`src/rtl/emperor_axi_lite_pkg.sv`:
```
// Shared AXI-Lite response codes and FSM state types for the register file.
package emperor_axi_lite_pkg;

   localparam logic [1:0] OKAY   = 2'b00;
   localparam logic [1:0] SLVERR = 2'b10;

   typedef enum logic [1:0] {
      W_IDLE    = 2'd0,
      W_HAVE_AW = 2'd1,
      W_HAVE_W  = 2'd2,
      W_RESP    = 2'd3
   } w_state_e;

   typedef enum logic {
      R_IDLE = 1'b0,
      R_DATA = 1'b1
   } r_state_e;

endpackage

```
`src/rtl/emperor_axi_lite_regfile.sv`:
```
// AXI4-Lite slave register file with read-only registers, byte strobes and per-register write pulses.
module emperor_axi_lite_regfile
   import emperor_axi_lite_pkg::*;
#(
   parameter int unsigned           ADDR_W    = 32,
   parameter int unsigned           DATA_W    = 32,
   parameter int unsigned           NUM_REGS  = 16,
   parameter logic [NUM_REGS-1:0]   RO_MASK   = '0,
   parameter logic [DATA_W-1:0]     RESET_VAL = '0
) (
   input  logic                         aclk,
   input  logic                         arst_n,
   input  logic [ADDR_W-1:0]            S_AXI_awaddr,
   input  logic [2:0]                   S_AXI_awprot,
   input  logic                         S_AXI_awvalid,
   output logic                         S_AXI_awready,
   input  logic [DATA_W-1:0]            S_AXI_wdata,
   input  logic [DATA_W/8-1:0]          S_AXI_wstrb,
   input  logic                         S_AXI_wvalid,
   output logic                         S_AXI_wready,
   output logic [1:0]                   S_AXI_bresp,
   output logic                         S_AXI_bvalid,
   input  logic                         S_AXI_bready,
   input  logic [ADDR_W-1:0]            S_AXI_araddr,
   input  logic [2:0]                   S_AXI_arprot,
   input  logic                         S_AXI_arvalid,
   output logic                         S_AXI_arready,
   output logic [DATA_W-1:0]            S_AXI_rdata,
   output logic [1:0]                   S_AXI_rresp,
   output logic                         S_AXI_rvalid,
   input  logic                         S_AXI_rready,
   output logic [NUM_REGS*DATA_W-1:0]   reg_q,
   input  logic [NUM_REGS*DATA_W-1:0]   ro_d,
   output logic [NUM_REGS-1:0]          wr_pulse
);

   localparam int unsigned STRB_W = DATA_W / 8;
   localparam int unsigned OFFS   = $clog2(STRB_W);

   w_state_e            w_state, w_state_nxt;
   r_state_e            r_state, r_state_nxt;
   logic [DATA_W-1:0]   regs [NUM_REGS];
   logic [ADDR_W-1:0]   aw_addr_q;
   logic [DATA_W-1:0]   w_data_q;
   logic [STRB_W-1:0]   w_strb_q;
   logic                aw_hs, w_hs, ar_hs;
   logic                commit;
   logic [ADDR_W-1:0]   cm_addr, cm_idx, ar_idx;
   logic [DATA_W-1:0]   cm_data, rdata_nxt;
   logic [STRB_W-1:0]   cm_strb;
   logic [NUM_REGS-1:0] cm_sel;
   logic [1:0]          bresp_nxt, rresp_nxt;
   logic                unused_ok;

   // Protection bits carry no meaning here; the RO data of writable slots is never returned.
   assign unused_ok = ^{S_AXI_awprot, S_AXI_arprot, ro_d};

   assign aw_hs = S_AXI_awvalid & S_AXI_awready;
   assign w_hs  = S_AXI_wvalid  & S_AXI_wready;
   assign ar_hs = S_AXI_arvalid & S_AXI_arready;

   // Write FSM next state, commit selection (live channel beats bypass the capture regs) and decode.
   always_comb begin
      w_state_nxt = w_state;
      commit      = 1'b0;
      cm_addr     = aw_addr_q;
      cm_data     = w_data_q;
      cm_strb     = w_strb_q;
      case (w_state)
         W_IDLE: begin
            if (aw_hs && w_hs) begin
               commit      = 1'b1;
               cm_addr     = S_AXI_awaddr;
               cm_data     = S_AXI_wdata;
               cm_strb     = S_AXI_wstrb;
               w_state_nxt = W_RESP;
            end else if (aw_hs) begin
               w_state_nxt = W_HAVE_AW;
            end else if (w_hs) begin
               w_state_nxt = W_HAVE_W;
            end
         end
         W_HAVE_AW: begin
            if (w_hs) begin
               commit      = 1'b1;
               cm_data     = S_AXI_wdata;
               cm_strb     = S_AXI_wstrb;
               w_state_nxt = W_RESP;
            end
         end
         W_HAVE_W: begin
            if (aw_hs) begin
               commit      = 1'b1;
               cm_addr     = S_AXI_awaddr;
               w_state_nxt = W_RESP;
            end
         end
         W_RESP: begin
            if (S_AXI_bready) w_state_nxt = W_IDLE;
         end
         default: w_state_nxt = W_IDLE;
      endcase
      cm_idx = cm_addr >> OFFS;
      for (int i = 0; i < NUM_REGS; i++) begin
         cm_sel[i] = commit && (cm_idx == ADDR_W'(i)) && !RO_MASK[i];
      end
      bresp_nxt = S_AXI_bresp;
      if (commit) bresp_nxt = (|cm_sel) ? OKAY : SLVERR;
   end

   // Write FSM state and registered write-channel outputs.
   always_ff @(posedge aclk or negedge arst_n) begin
      if (!arst_n) begin
         w_state       <= W_IDLE;
         S_AXI_awready <= 1'b0;
         S_AXI_wready  <= 1'b0;
         S_AXI_bvalid  <= 1'b0;
         S_AXI_bresp   <= OKAY;
         wr_pulse      <= '0;
      end else begin
         w_state       <= w_state_nxt;
         S_AXI_awready <= (w_state_nxt == W_IDLE) || (w_state_nxt == W_HAVE_W);
         S_AXI_wready  <= (w_state_nxt == W_IDLE) || (w_state_nxt == W_HAVE_AW);
         S_AXI_bvalid  <= (w_state_nxt == W_RESP);
         S_AXI_bresp   <= bresp_nxt;
         wr_pulse      <= cm_sel;
      end
   end

   // Hold whichever of AW / W arrived first until its partner shows up.
   always_ff @(posedge aclk or negedge arst_n) begin
      if (!arst_n) begin
         aw_addr_q <= '0;
         w_data_q  <= '0;
         w_strb_q  <= '0;
      end else begin
         if (aw_hs) aw_addr_q <= S_AXI_awaddr;
         if (w_hs) begin
            w_data_q <= S_AXI_wdata;
            w_strb_q <= S_AXI_wstrb;
         end
      end
   end

   // Register storage with byte-strobe merge on commit.
   always_ff @(posedge aclk or negedge arst_n) begin
      if (!arst_n) begin
         for (int i = 0; i < NUM_REGS; i++) regs[i] <= RESET_VAL;
      end else begin
         for (int i = 0; i < NUM_REGS; i++) begin
            if (cm_sel[i]) begin
               for (int b = 0; b < STRB_W; b++) begin
                  if (cm_strb[b]) regs[i][b*8 +: 8] <= cm_data[b*8 +: 8];
               end
            end
         end
      end
   end

   // Flatten storage onto the register-content bus.
   always_comb begin
      reg_q = '0;
      for (int i = 0; i < NUM_REGS; i++) reg_q[i*DATA_W +: DATA_W] = regs[i];
   end

   // Read FSM next state and read-data mux (samples storage before any same-edge write).
   always_comb begin
      r_state_nxt = r_state;
      rdata_nxt   = S_AXI_rdata;
      rresp_nxt   = S_AXI_rresp;
      ar_idx      = S_AXI_araddr >> OFFS;
      case (r_state)
         R_IDLE: begin
            if (ar_hs) begin
               r_state_nxt = R_DATA;
               rdata_nxt   = '0;
               rresp_nxt   = SLVERR;
               for (int i = 0; i < NUM_REGS; i++) begin
                  if (ar_idx == ADDR_W'(i)) begin
                     rdata_nxt = RO_MASK[i] ? ro_d[i*DATA_W +: DATA_W] : regs[i];
                     rresp_nxt = OKAY;
                  end
               end
            end
         end
         R_DATA: begin
            if (S_AXI_rready) r_state_nxt = R_IDLE;
         end
         default: r_state_nxt = R_IDLE;
      endcase
   end

   // Read FSM state and registered read-channel outputs.
   always_ff @(posedge aclk or negedge arst_n) begin
      if (!arst_n) begin
         r_state       <= R_IDLE;
         S_AXI_arready <= 1'b0;
         S_AXI_rvalid  <= 1'b0;
         S_AXI_rdata   <= '0;
         S_AXI_rresp   <= OKAY;
      end else begin
         r_state       <= r_state_nxt;
         S_AXI_arready <= (r_state_nxt == R_IDLE);
         S_AXI_rvalid  <= (r_state_nxt == R_DATA);
         S_AXI_rdata   <= rdata_nxt;
         S_AXI_rresp   <= rresp_nxt;
      end
   end

endmodule

```
`config.mk`:
```
export PLATFORM = sky130hd
export DESIGN_NAME = emperor_axi_lite_regfile
export DESIGN_NICKNAME = d
export VERILOG_FILES = /design/src/rtl/emperor_axi_lite_pkg.sv /design/src/rtl/emperor_axi_lite_regfile.sv
export SDC_FILE = /design/constraint.sdc
export NUM_CORES = 1
export LEC_CHECK = 0
export BUFFER_PORTS_ARGS = -buffer_cell sky130_fd_sc_hd__buf_2
export CAP_MARGIN = 20
export CORE_AREA = 2 2 461 463
export DETAILED_ROUTE_END_ITERATION = 12
export DIE_AREA = 0 0 463 465
export HOLD_SLACK_MARGIN = 0.08
export PLACE_DENSITY = 0.31
export SETUP_SLACK_MARGIN = 0.1
export SLEW_MARGIN = 30
export SYNTH_ARGS = -nofsm -noshare
export SYNTH_HDL_FRONTEND = slang
export SYNTH_SLANG_ARGS = --single-unit
export TNS_END_PERCENT = 5
```
`constraint.sdc`:
```
create_clock -name aclk -period 3.95 [get_ports aclk]
set_input_delay 0.395 -clock aclk [delete_from_list [all_inputs] [get_ports aclk]]
set_output_delay 0.395 -clock aclk [all_outputs]
set_load 0.05 [all_outputs]
```
# Word level (Yosys, flattened, before mapping)
# Index checks and enable logic that the tools add are counted.
dict set report op_classes {
  n_eq_ne 36
  muxes 56
  bitwise 5
  n_reduce_logical 89
}
# operator count
set op_table {}
lappend op_table {{$mux 32} 20}
lappend op_table {{$eq 30x4->1 const B} 16}
lappend op_table {{$eq 30x3->1 const B} 8}
lappend op_table {{$reduce_and 2->1} 65}
lappend op_table {{$pmux 32 s2} 2}
lappend op_table {{$eq 30x2->1 const B} 4}
lappend op_table {{$logic_not 32->1} 2}
lappend op_table {{$eq 30x1->1 const B} 2}
lappend op_table {{$mux 2} 23}
lappend op_table {{$logic_and 1x1->1} 17}
lappend op_table {{$reduce_or 16->1} 1}
lappend op_table {{$eq 2x2->1 const B} 4}
lappend op_table {{$mux 4} 2}
lappend op_table {{$pmux 2 s4} 1}
lappend op_table {{$pmux 4 s2} 1}
lappend op_table {{$mux 1} 5}
lappend op_table {{$eq 2x1->1 const B} 2}
lappend op_table {{$logic_not 2->1} 2}
lappend op_table {{$and 1x1->1} 3}
lappend op_table {{$pmux 1 s3} 1}
lappend op_table {{$logic_or 1x1->1} 2}
lappend op_table {{$not 1->1} 2}
lappend op_table {{$pmux 1 s2} 1}
dict set report totals {
  register_bits 639
  in_bits 625
}

# Longest topological paths before layout
dict set report depth {
  word_depth 17
  mapped_depth 11
  mapped_depth_nobuf 7
}

# Least setup slack after synthesis
# No wires, ideal clock.
dict set report synth_path {
  path_type {flip-flop to flip-flop}
  from {register S_AXI_awready}
  to {register regs, in the netlist reg_q[288]}
  setup_time_ns 0.125
  arrival_time_ns 2.933
  required_time_ns 3.825
  slack_ns 0.892
  path_stages_with_launch 10
  n_path_buf 3
  path_cell_list {dfrtp_1 > and2_1 > buf_2 > nor2_1 > nor3_1 > buf_2 > mux2i_2 > buf_6 > nor3_4 > mux2_4}
}
dict set report synth_between {
  elab_chain_len 7
}
# item line
set synth_rtl {}
lappend synth_rtl {{start, declared} emperor_axi_lite_regfile.sv:16} ;# output logic S_AXI_awready,
lappend synth_rtl {{start signal, assigned} emperor_axi_lite_regfile.sv:122} ;# S_AXI_awready <= (w_state_nxt == W_IDLE) || (w_state_nxt == W_HAVE_W);
lappend synth_rtl {{$and 1x1->1 (*)} emperor_axi_lite_regfile.sv:58} ;# assign aw_hs = S_AXI_awvalid & S_AXI_awready;
lappend synth_rtl {{$logic_and 1x1->1} emperor_axi_lite_regfile.sv:71} ;# if (aw_hs && w_hs) begin
lappend synth_rtl {{$mux 32} emperor_axi_lite_regfile.sv:71}
lappend synth_rtl {{$pmux 32 s2} emperor_axi_lite_regfile.sv:69} ;# case (w_state)
lappend synth_rtl {{$eq 30x4->1} emperor_axi_lite_regfile.sv:105} ;# cm_sel[i] = commit && (cm_idx == ADDR_W'(i)) && !RO_MASK[i];
lappend synth_rtl {{$logic_and 1x1->1} emperor_axi_lite_regfile.sv:105}
lappend synth_rtl {{$reduce_and 2->1 (no line)} --}
lappend synth_rtl {{end signal, assigned by index} emperor_axi_lite_regfile.sv:153} ;# if (cm_strb[b]) regs[i][b*8 +: 8] <= cm_data[b*8 +: 8];
lappend synth_rtl {{end, declared} emperor_axi_lite_regfile.sv:42} ;# logic [DATA_W-1:0] regs [NUM_REGS];
# Every way passes the cells marked *; elsewhere a longest branch is shown, timed or not.
# A chain may end at the register's enable or synchronous reset.

# Worst setup path in the final report
dict set report layout_path {
  from {register aw_addr_q[23]}
  to {register regs, in the netlist reg_q[423]}
}
dict set report layout_between {
  elab_chain_len 5
}
# item line
set layout_rtl {}
lappend layout_rtl {{start, declared} emperor_axi_lite_regfile.sv:43} ;# logic [ADDR_W-1:0] aw_addr_q;
lappend layout_rtl {{start signal, assigned} emperor_axi_lite_regfile.sv:137} ;# if (aw_hs) aw_addr_q <= S_AXI_awaddr;
lappend layout_rtl {{$mux 32, on equally long branches} --}
lappend layout_rtl {{$pmux 32 s2 (*)} emperor_axi_lite_regfile.sv:69}
lappend layout_rtl {{$eq 30x4->1 (*)} emperor_axi_lite_regfile.sv:105}
lappend layout_rtl {{$logic_and 1x1->1 (*)} emperor_axi_lite_regfile.sv:105}
lappend layout_rtl {{$reduce_and 2->1 (no line) (*)} --}
# Marks and branches as above.

==> flow_summary.ini <==
[drt]
firstDrtPassIters = 7
first_iter_violations = 1331
drt-vias-per-instance = 3.97
drtAntennaViolNets = 0
drc = 0
vias = 23900
wl_per_cell_um = 30.2
wl_um = 181000

[yosys]
synth.distinct_cells = 61
ys_ff_latch = 635
avgSynthCellArea_um2 = 13.2
async_flop_share = 1.00
synth.cell_area_um2 = 30200
ys_seq_area_frac = 0.526
synth_edf_count = 0
netlist_instances = 2284
synth_ff_type = dfrtp_1
synth-warning-count = 0

[global_routing]
grt_max_degree = 70
grt_usage = 0.165
use_met3 = 0.0466
grt.met2_usage = 0.270
grt-busiest-layer = met2
grt_pass1_wl_um = 240000
first_global_vias = 24800
antenna_found_initial = 21
grt-ovfl-total = 0
use_met1 = 0.205

[power_and_ir_drop]
power.leakage_nw = 20.4
power.density_nw_per_um2 = 510
peakVddDrop_v = 0.000373

[die]
die_area_um2 = 215000
ios = 1194
die_w_um = 463
die_height_um = 465
core_area_um2 = 211000
start_util = 0.143
placementRows = 169

[timing]
rsz0062_at_grt = false
layout_setup_ws_ns = 0.262
finClkSkew_ns = 0.0337
hold_viol_final = 0
min_period_ns = 3.69
drv_slew = 0
fin_setup_tns_ns = 0
final.period_utilization = 0.934
worstMarginPinSlew_ns = 1.00
setup_viol = 0
maxSlewHeadroom = 0.330
fmax_mhz = 271

[placed_design]
dp_slack_ns = 0.0875
place_congestion = 0.760
numPortBuffers = 669
hpwl_um = 134000

[setup_path]
crit_fanout = 23
worst-endpoint-required_ns = 4.53
critical_path.endpoint_type = flip-flop
crit_type = reg2reg
cp-start-kind = flip-flop
cp.arrival_ns = 4.27

[clocking]
clk_latency_ns = 0.72
clock_path_buffers = 3
htree_levels = 3
cts_root_buf = clkbuf_16
post-cts-setup-buffers = 0
postCtsHoldBufs = 69
clock_sinks = 635
clk_pin_slew_ns = 0.06
numCtsBuffers = 90
cts_tree = yes
postCtsResizedCells = 0

[cells_and_area]
final_cell_mix = 665 x buf_2, 635 x dfrtp_1, 586 x mux2_2
drive_gt1_frac = 0.551
seq_area_um2 = 15900
multi_input_area_um2 = 13700
fillers = 23200
final_common_cell = buf_2
syn_to_final_growth_pct = 38.9
final_nets = 3729

[hold_path]
min_path_type = in2reg

[flow_run]
drv_cap = 0

[run_status]
status = completed
where the power goes:
| group | leakage, nW | internal (mW) | switching (mW) |
|---|---|---|---|
| clock network | 1.54 | 5.34 | 3.48 |
| registers | 8.70 | 7.03 | 0.324 |
| logic | 10.1 | 1.36 | 3.90 |
| total | 20.4 | 13.7 | 7.70 |
worst max-delay path: stages (launching register included):
cell,delay [ns]
dfrtp_1,0.38
nor4_1,0.49
nand4_1,0.26
mux2_2,0.34
a21oi_1,0.25
o21bai_4,0.22
buf_12,0.28
buf_12,0.21
nor3_4,0.67
mux2_2,0.41
metal layers:
metal  vias to the layer above  wire, µm
li1                      10300         -
met1                     12600     76500
met2                       764     85200
met3                       191     13400
met4                         4      6260
met5                         -        21
synth_stat cells (3+ instances only):
| master | n | area [µm²] |
|---|---|---|
| a211o_1 | 21 | 184 |
| a211oi_1 | 3 | 22.5 |
| a21boi_0 | 21 | 158 |
| a21oi_1 | 49 | 245 |
| a221o_1 | 8 | 80.1 |
| a221oi_1 | 37 | 324 |
| a311oi_1 | 22 | 193 |
| a31oi_1 | 32 | 200 |
| and3_1 | 4 | 25.0 |
| buf_1 | 24 | 90.1 |
| buf_2 | 5 | 25.0 |
| buf_4 | 3 | 22.5 |
| buf_6 | 11 | 124 |
| clkbuf_1 | 134 | 503 |
| dfrtp_1 | 635 | 15900 |
| inv_1 | 12 | 45.0 |
| mux2_1 | 12 | 135 |
| mux2_2 | 586 | 6600 |
| mux2_4 | 40 | 601 |
| mux2i_1 | 11 | 110 |
| mux2i_2 | 4 | 55.1 |
| mux4_2 | 23 | 518 |
| nand2_1 | 69 | 259 |
| nand3_1 | 17 | 85.1 |
| nand4_1 | 10 | 62.6 |
| nor2_1 | 77 | 289 |
| nor2b_1 | 5 | 31.3 |
| nor3_1 | 32 | 160 |
| nor3_4 | 64 | 1040 |
| nor3b_1 | 4 | 30.0 |
| nor4_1 | 22 | 138 |
| o2111ai_1 | 8 | 70.1 |
| o211ai_1 | 24 | 180 |
| o21ai_0 | 97 | 485 |
| o21bai_1 | 9 | 67.6 |
| o221ai_1 | 24 | 210 |
| o22ai_1 | 33 | 206 |
| o2bb2ai_1 | 42 | 368 |
| or2_2 | 18 | 113 |
| or3_1 | 3 | 18.8 |
path summary, 6_finish.rpt:
kind / start / end / slack (ns) / depth (start not counted)
max in group asynchronous: arst_n / reg_q[259] / 2.50 / 3
max reg2reg: aw_addr_q[23] / reg_q[423] / 0.26 / 9
min in group asynchronous: arst_n / reg_q[307] / 0.36 / 2
min reg2reg: S_AXI_rresp[1] / S_AXI_rresp[1] / 0.48 / 2
min: S_AXI_araddr[16] / S_AXI_rresp[1] / 0.25 / 5
max: aw_addr_q[23] / reg_q[423] / 0.26 / 9
flip-flops by register name, summed over array words and instances, names as in the netlist:
| register | flops |
|---|---|
| reg_q | 512 |
| S_AXI_rdata | 32 |
| w_data_q | 32 |
| aw_addr_q | 30 |
| wr_pulse | 16 |
| w_strb_q | 4 |
| w_state | 2 |
| S_AXI_arready | 1 |
| S_AXI_awready | 1 |
| S_AXI_bresp | 1 |
| S_AXI_bvalid | 1 |
| S_AXI_rresp | 1 |
| S_AXI_wready | 1 |
| r_state | 1 |
kinds of logic after synthesis:
logic type / share of synthesized area
flops: 0.526
compound gates: 0.103
mux: 0.265
buf+inv: 0.0281
other cells: 0.000124
simple gates: 0.0780
through the flow:
| stage | instances | instance area (µm²) | total power [mW] | utilization | hold slack [ns] |
|---|---|---|---|---|---|
| 6_report | 6009 | 42000 | 21.4 | 0.199 | 0.250 |
| 5_1_grt | 6003 | 42000 | 22.4 | 0.199 | 0.271 |
| 4_1_cts | 6000 | 42000 | 21.9 | 0.199 | 0.131 |
| 3_5_place_dp | 5764 | 38100 | 12.8 | 0.181 | 0.469 |
| 3_3_place_gp | 5762 | 38100 | 12.7 | 0.180 | 0.466 |
| 2_1_floorplan | 2285 | 30200 | 10.4 | - | 0.0994 |
area by class of cell:
cell class                 instances  share of cell area
timing repair buffer             906               0.135
multi-input combinational       1459               0.326
clock inverter                    41              0.0131
clock buffer                     126              0.0622
antenna                            9            0.000536
inverter                          12             0.00113
sequential                       635               0.379
tap                             2821              0.0841
(Power assumes the default switching activity.)
